<file path="src/rtl/rr_arb_mux.sv">
// ============================================================================
// rr_arb_mux
// ----------------------------------------------------------------------------
// N-channel, W-bit arbitrating multiplexer with a single registered output
// stage. Every input channel and the output use a valid/ready handshake.
//
// Arbitration:
//   RR=1 : round-robin. The scan starts at the priority pointer and wraps
//          modulo N. After each accepted beat the pointer moves one past the
//          winner.
//   RR=0 : fixed priority. The pointer stays at 0, so channel 0 always has
//          the highest priority.
//
// Ports:
//   clk        rising-edge clock
//   rst_n      synchronous, active-low reset
//   in_valid   [N]      per-channel request (bit i = channel i)
//   in_ready   [N]      per-channel accept; at most one bit is high
//   in_data    [N*W]    packed channel data, channel i at [i*W +: W]
//   out_valid  1        output register holds a beat
//   out_ready  1        downstream accept
//   out_data   [W]      registered data
//   out_src    [SEL_W]  index of the channel that supplied out_data
// ============================================================================
module rr_arb_mux #(
    parameter int W     = 32,
    parameter int N     = 4,
    parameter int SEL_W = $clog2(N),
    parameter int RR    = 1
) (
    input  logic             clk,
    input  logic             rst_n,
    input  logic [N-1:0]     in_valid,
    output logic [N-1:0]     in_ready,
    input  logic [N*W-1:0]   in_data,
    output logic             out_valid,
    input  logic             out_ready,
    output logic [W-1:0]     out_data,
    output logic [SEL_W-1:0] out_src
);

    localparam int unsigned N_U   = N;
    localparam bit          RR_EN = (RR != 32'sd0);

    // Add an offset to a channel index, wrapping at N rather than at
    // 2^SEL_W. This keeps a non-power-of-two N from ever reaching an
    // index that does not exist. Both operands stay below N, so one
    // conditional subtraction is enough.
    function automatic logic [SEL_W-1:0] wrap_add(
        input logic [SEL_W-1:0] base,
        input int unsigned      offs
    );
        int unsigned sum_v;
        sum_v = 32'(base) + offs;
        if (sum_v >= N_U) begin
            sum_v = sum_v - N_U;
        end else begin
            sum_v = sum_v;
        end
        return sum_v[SEL_W-1:0];
    endfunction

    logic [SEL_W-1:0] ptr_r;
    logic             out_valid_r;
    logic [W-1:0]     out_data_r;
    logic [SEL_W-1:0] out_src_r;

    logic [N-1:0]     grant_s;
    logic [SEL_W-1:0] gidx_s;
    logic [SEL_W-1:0] cand_s;
    logic             found_s;
    logic             can_load_s;
    logic [W-1:0]     sel_data_s;

    // The output register can take a new beat when it is empty or is
    // being drained on this same edge. Draining and refilling together
    // gives one beat per cycle.
    assign can_load_s = !out_valid_r || out_ready;

    // Scan from the pointer for the first requesting channel and build a
    // one-hot grant. No state is kept for a channel that is not granted.
    always_comb begin
        grant_s = '0;
        gidx_s  = '0;
        cand_s  = '0;
        found_s = 1'b0;
        for (int unsigned k = 0; k < N_U; k++) begin
            cand_s = wrap_add(ptr_r, k);
            if (!found_s && in_valid[cand_s]) begin
                grant_s[cand_s] = 1'b1;
                gidx_s          = cand_s;
                found_s         = 1'b1;
            end else begin
                found_s = found_s;
            end
        end
    end

    // AND-OR data mux driven by the one-hot grant.
    always_comb begin
        sel_data_s = '0;
        for (int i = 0; i < N; i++) begin
            sel_data_s = sel_data_s | ({W{grant_s[i]}} & in_data[i*W +: W]);
        end
    end

    // Per-channel accept. This is gated low during reset so that no
    // transfer is seen on a reset edge. It never looks at in_data.
    always_comb begin
        if (!rst_n) begin
            in_ready = '0;
        end else begin
            in_ready = {N{can_load_s}} & grant_s;
        end
    end

    // Output register and priority pointer. A load takes precedence over a
    // plain drain. With out_valid set and out_ready low, every register
    // holds.
    always_ff @(posedge clk) begin
        if (!rst_n) begin
            out_valid_r <= 1'b0;
            out_data_r  <= '0;
            out_src_r   <= '0;
            ptr_r       <= '0;
        end else if (can_load_s && found_s) begin
            out_valid_r <= 1'b1;
            out_data_r  <= sel_data_s;
            out_src_r   <= gidx_s;
            if (RR_EN) begin
                ptr_r <= wrap_add(gidx_s, 32'd1);
            end else begin
                ptr_r <= '0;
            end
        end else if (out_valid_r && out_ready) begin
            out_valid_r <= 1'b0;
            out_data_r  <= out_data_r;
            out_src_r   <= out_src_r;
            ptr_r       <= ptr_r;
        end else begin
            out_valid_r <= out_valid_r;
            out_data_r  <= out_data_r;
            out_src_r   <= out_src_r;
            ptr_r       <= ptr_r;
        end
    end

    assign out_valid = out_valid_r;
    assign out_data  = out_data_r;
    assign out_src   = out_src_r;

endmodule

</file>
<file path="config.mk">
export PLATFORM = sky130hd
export DESIGN_NAME = rr_arb_mux
export DESIGN_NICKNAME = d
export VERILOG_FILES = /design/src/rtl/rr_arb_mux.sv
export SDC_FILE = /design/constraint.sdc
export NUM_CORES = 1
export LEC_CHECK = 0
export CAP_MARGIN = 20
export CORE_AREA = 3 3 103 105
export CTS_CLUSTER_SIZE = 8
export DETAILED_ROUTE_END_ITERATION = 12
export DIE_AREA = 0 0 106 108
export PLACE_DENSITY = 0.87
export SLEW_MARGIN = 40
export SYNTH_ARGS = -nofsm -noshare
export SYNTH_HDL_FRONTEND = slang
export SYNTH_SLANG_ARGS = --single-unit
</file>
<file path="constraint.sdc">
create_clock -name clk -period 6.4 [get_ports clk]
set_input_delay 1.6 -clock clk [delete_from_list [all_inputs] [get_ports clk]]
set_output_delay 1.6 -clock clk [all_outputs]
set_load 0.01 [all_outputs]
</file>
Word-level counts from Yosys, hierarchy flattened
Cells that the tools add are included.
- reduce and logical (&&, ||, !) cells: 15
- bitwise operators: 11
- $lt $le $gt $ge: 13
- mux-type cells: 36
- add/subtract/negate cells: 9
- operators with widths (operator ; count):
    32-bit AND ; 4
    32-bit bitwise OR ; 3
    4-bit two-way mux ; 5
    2-bit two-way mux ; 9
    1-bit two-way mux ; 14
    3-bit greater-or-equal comparator, second input constant ; 4
    2-bit by 3-bit less-than comparator with 1-bit output, second input constant ; 4
    4-bit bitwise OR ; 3
    2-bit by 1-bit subtractor with 2-bit output, second input constant ; 5
    1-bit logical AND ; 9
    1-bit binary-select mux with 2-bit select ; 4
    1-bit demux with 2-bit select ; 4
    2-bit by 1-bit greater-or-equal comparator with 1-bit output, second input constant ; 4
    2-bit by 1-bit adder with 3-bit output, second input constant ; 2
    2-bit by 2-bit adder with 3-bit output, second input constant ; 2
    4-bit AND ; 1
    1-bit logical NOT ; 4
    2-bit by 3-bit greater-or-equal comparator with 1-bit output, second input constant ; 1
    2-bit nonzero test ; 1
    1-bit logical OR ; 1
- flip-flop bits (word level): 37
- logic and storage cells: 88

Depth between registers and ports, before layout
Gate-level depths: netlist of run 1.
- depth in word-level cells: 18
- gate-level depth with buffers: 11

Worst setup path before layout of run 1
No wires, ideal clock.
- path kind: input to output
- start: in in_valid[0]
- end: out in_ready[1]
- cell stages on the path: 7
- setup slack: 1.690 ns
- data required time: 4.800 ns
- arrival: 3.110 ns
- cells stage by stage: buf_6 -> or3b_1 -> a21boi_2 -> nor3_2 -> o31ai_4 -> buf_6 -> nor2b_1
- word-level cells in the longest chain between the ends: 14
- elaborated cells between the ends (all ways): 26
- classes of those cells: 16 x mux; 4 x bitwise; 6 x reduce/logical
- ends and longest elaborated chain (element ; line ; text):
    start, declared ; 33 ; input logic [N-1:0] in_valid,
    1-bit binary-select mux with 2-bit select ; 89 ; if (!found_s && in_valid[cand_s]) begin
    1-bit two-way mux (implied by the code) ; 89 ;
    1-bit two-way mux ; 89 ;
    1-bit logical NOT ; 89 ;
    1-bit logical AND ; 89 ;
    1-bit two-way mux ; 89 ;
    1-bit logical NOT ; 89 ;
    1-bit logical AND ; 89 ;
    1-bit two-way mux ; 89 ;
    1-bit logical NOT ; 89 ;
    1-bit logical AND ; 89 ;
    4-bit two-way mux (*) ; 89 ;
    4-bit AND (*) ; 113 ; in_ready = {N{can_load_s}} & grant_s;
    4-bit two-way mux (*) ; 110 ; if (!rst_n) begin
    end, declared ; 34 ; output logic [N-1:0] in_ready,
Mark *: on every way between the ends. The rest lies on a longest branch, timed or not. The select of a mux whose other input is x is not followed.

Final worst setup path of run 1
- start: in in_valid[2]
- end: out in_ready[0]
The elaborated chain is that of the path after synthesis.

==> out/results.txt, run 1 <==
Status: complete, no violations
Sequential-to-total area share from yosys stat: 0.192
Ys flop type: dfxtp_1
Initial Util: 0.397
Total gr overflow: 0
Via Count: 4,548
Area grow syn2layout: 47.5%
WP buf/inv: 3
Fin. Hold Viols: 0
Total GRT Usage: 0.241
RSZ-0062 raised after global routing: no
Die Height: 108 um
Buffers on Ports: 173
Synth cell types: 41
Hold/Removal Path Class: reg -> reg
TritonCTS clock tree: yes
Cts hold-fix bufs: 0
Post_cts resized: 0
Max-slew headroom: 0.483
Slowest-stage cell, CP: clkdlybuf4s50_1
PwrDens: 343 mW/mm2
Period utilization: 0.918
Area leader, netlist: dfxtp_1
Non-filler instance count after layout: 740
Critical setup path kind: in -> out
Reg power frac: 0.223
Top post-synthesis cells by area: dfxtp_1 (19%), a22oi_2 (9.4%), o211ai_2 (9.4%), o21ai_0 (8.4%), a22oi_1 (7.2%)
Final WL: 14,100 um
Critical Path Source Type: primary input
CP Capture Type: output pin
Die width: 106 um
Number of post-CTS setup repair buffers: 0
Combinational power share: 0.689
Clock Path Buffers: 2
Syn Nets: 610
Internal: 1.05 mW
Routability cong.: 0.855
Synthesis Warnings: 0
First-pass DRT Iterations: 4
Static Leak: 2.07 nW
Die ar.: 0.0114 mm2
FFs w/ async S/R, synth: 0
Cells after Synth: 467
Global-route wire length before repair: 23,000 um
Most frequent cells in the layout: clkdlybuf4s50_1 (172), o21ai_0 (65), a21oi_1 (41)
Number of diodes: 0
Layout cell share with drive strength beyond 1: 0.155
FP Rows: 36
Mapped Area: 0.00386 mm2
Final nets: 749
Most common cell type on the critical path: clkdlybuf4s50_1
Clock slew at reported path FFs: 0.08 ns
Fin. max-slew vios: 0
CP required: 4.80 ns
Hpwl dp: 9680 um
Ports: 174
Fmax: 0.170 GHz
Final setup fails: 0
CP Cell Sequence: clkdlybuf4s50_1 -> or3b_1 -> a21boi_2 -> o21ai_4 -> buf_16 -> nand2_1 -> a21oi_1 -> nor2_1 -> clkdlybuf4s50_1
Syn_area_per_cell: 8.28 um2
Max cap viols: 0
Initial antenna violation count: 0
Worst-Margin Slew: 0.766 ns
# clock sinks: 37
Vias per cell: 6.15
Top cell type's share of synthesized area: 0.192
Minimum hold slack: 0.472 ns
Fin crit period: 5.87 ns
Peak supply drop: 0.415 mV
Detail Route Antenna Nets: 0
Crit-path leading delay family: buffers and inverters
Inserted Clock Buffers: 5
Post-synth EDFFs: 0
Worst Path Max Fanout: 19
Core Box Area: 0.00973 mm2
Largest net degree at the start of global routing: 70
Commonest non-fill, non-tap cell in the layout: clkdlybuf4s50_1
Setup TNS: 0 ns
Drt drc: 0
Switching portion of total power: 0.462
Initial DRC count: 283
Number of global-route vias before repair: 4,691
Synth Register Bits: 37
P_sw: 0.903 mW
Cells after DPL: 732
Post-DR wirelength/cell: 19.1 um
Biggest cell delay along the critical path: 0.76 ns
Worst EP arrival: 4.27 ns
Clock latency on the worst-skew pair: 0.29 ns
Clock root cell: clkbuf_8
Clock Power Share: 0.088
Clock skew: 0.00641 ns
CTS H-tree depth: 2
## power groups by stage
stage / Combinational (mW) / Clock (mW) / Sequential [mW]
after floorplan: 0.835 / 0 / 0.464
after global placement: 1.31 / 0 / 0.431
after CTS: 1.35 / 0.183 / 0.434
after global routing: 1.45 / 0.188 / 0.452
after detailed placement: 1.34 / 0 / 0.438
final: 1.35 / 0.172 / 0.435
## layer usage
layer  global-route usage  vias up  wire length [um]
met5                    0        -                 0
li1                     -     2133                 -
met4               0.0620        0               146
met3               0.0591       21              1270
met2                0.429      246              7060
met1                0.292     2148              5620
## through the flow
stage                     cell area (um2)  worst slack (ns)  power, mW  utilization
after floorplan                      3860              1.69       1.30            -
after global placement               5580             0.605       1.74        0.574
after detailed placement             5610             0.561       1.78        0.577
after CTS                            5700             0.537       1.96        0.586
after global routing                 5700             0.387       2.09        0.586
final                                5700             0.528       1.95        0.586
## sequential cells by signal, summed over array words and instances (netlist names)
register	cells
out_src	2
ptr_r	2
out_data	32
out_valid	1
## cells in the mapped netlist, types with 3 or more instances
cell type,instances
a21boi_0,3
nor2_1,7
nor2b_1,6
buf_6,9
o21ai_0,65
a22oi_1,37
o211ai_2,29
a21oi_1,42
o21a_1,34
o211ai_1,3
inv_1,8
nand2_1,8
mux4_2,4
buf_2,10
a31oi_1,33
ha_1,8
a22oi_2,29
dfxtp_1,37
clkbuf_1,32
and3_1,32
nand3b_1,5
## kinds of logic after synthesis
kind of cell | after synthesis | synth area share
fa+ha+maj | 8 | 0.0259
mux | 7 | 0.0317
compound gates | 291 | 0.570
simple gates | 65 | 0.103
flops | 37 | 0.192
buf+inv | 59 | 0.0780
## final cells by class
type	count	area, um2
clock buffer	5	68.8
clock inverter	3	17.5
fill	866	4030
inverter	8	30.0
multi-input combinational	371	2850
sequential	37	741
tap	133	166
timing repair buffer	183	1820
## path summary, 6_finish.rpt
kind	startpoint	endpoint	slack [ns]	depth (start not counted)
worst min-delay path	out_src[1]	out_src[1]	0.47	2
worst max-delay path	in_valid[2]	in_ready[0]	0.53	9
worst max register to register	ptr_r[0]	out_data[21]	2.77	9
worst min register to register	out_src[1]	out_src[1]	0.47	2
## worst min-delay path, cell delays in order (launching register included)
cell,delay (ns)
dfxtp_1,0.32
nand2_1,0.05
a21boi_0,0.07
(Power assumes the default switching activity.)
==> run 2: changes to the inputs <==
--- a/config.mk
+++ b/config.mk
@@ -5,6 +5,7 @@
 export SDC_FILE = /design/constraint.sdc
 export NUM_CORES = 1
 export LEC_CHECK = 0
+export ABC_CLOCK_PERIOD_IN_PS = 6400
 export CAP_MARGIN = 20
 export CORE_AREA = 3 3 103 105
 export CTS_CLUSTER_SIZE = 8
==> results of run 2 <==
Same layout as run 1: the final DEF is identical, and so are final timing and power.
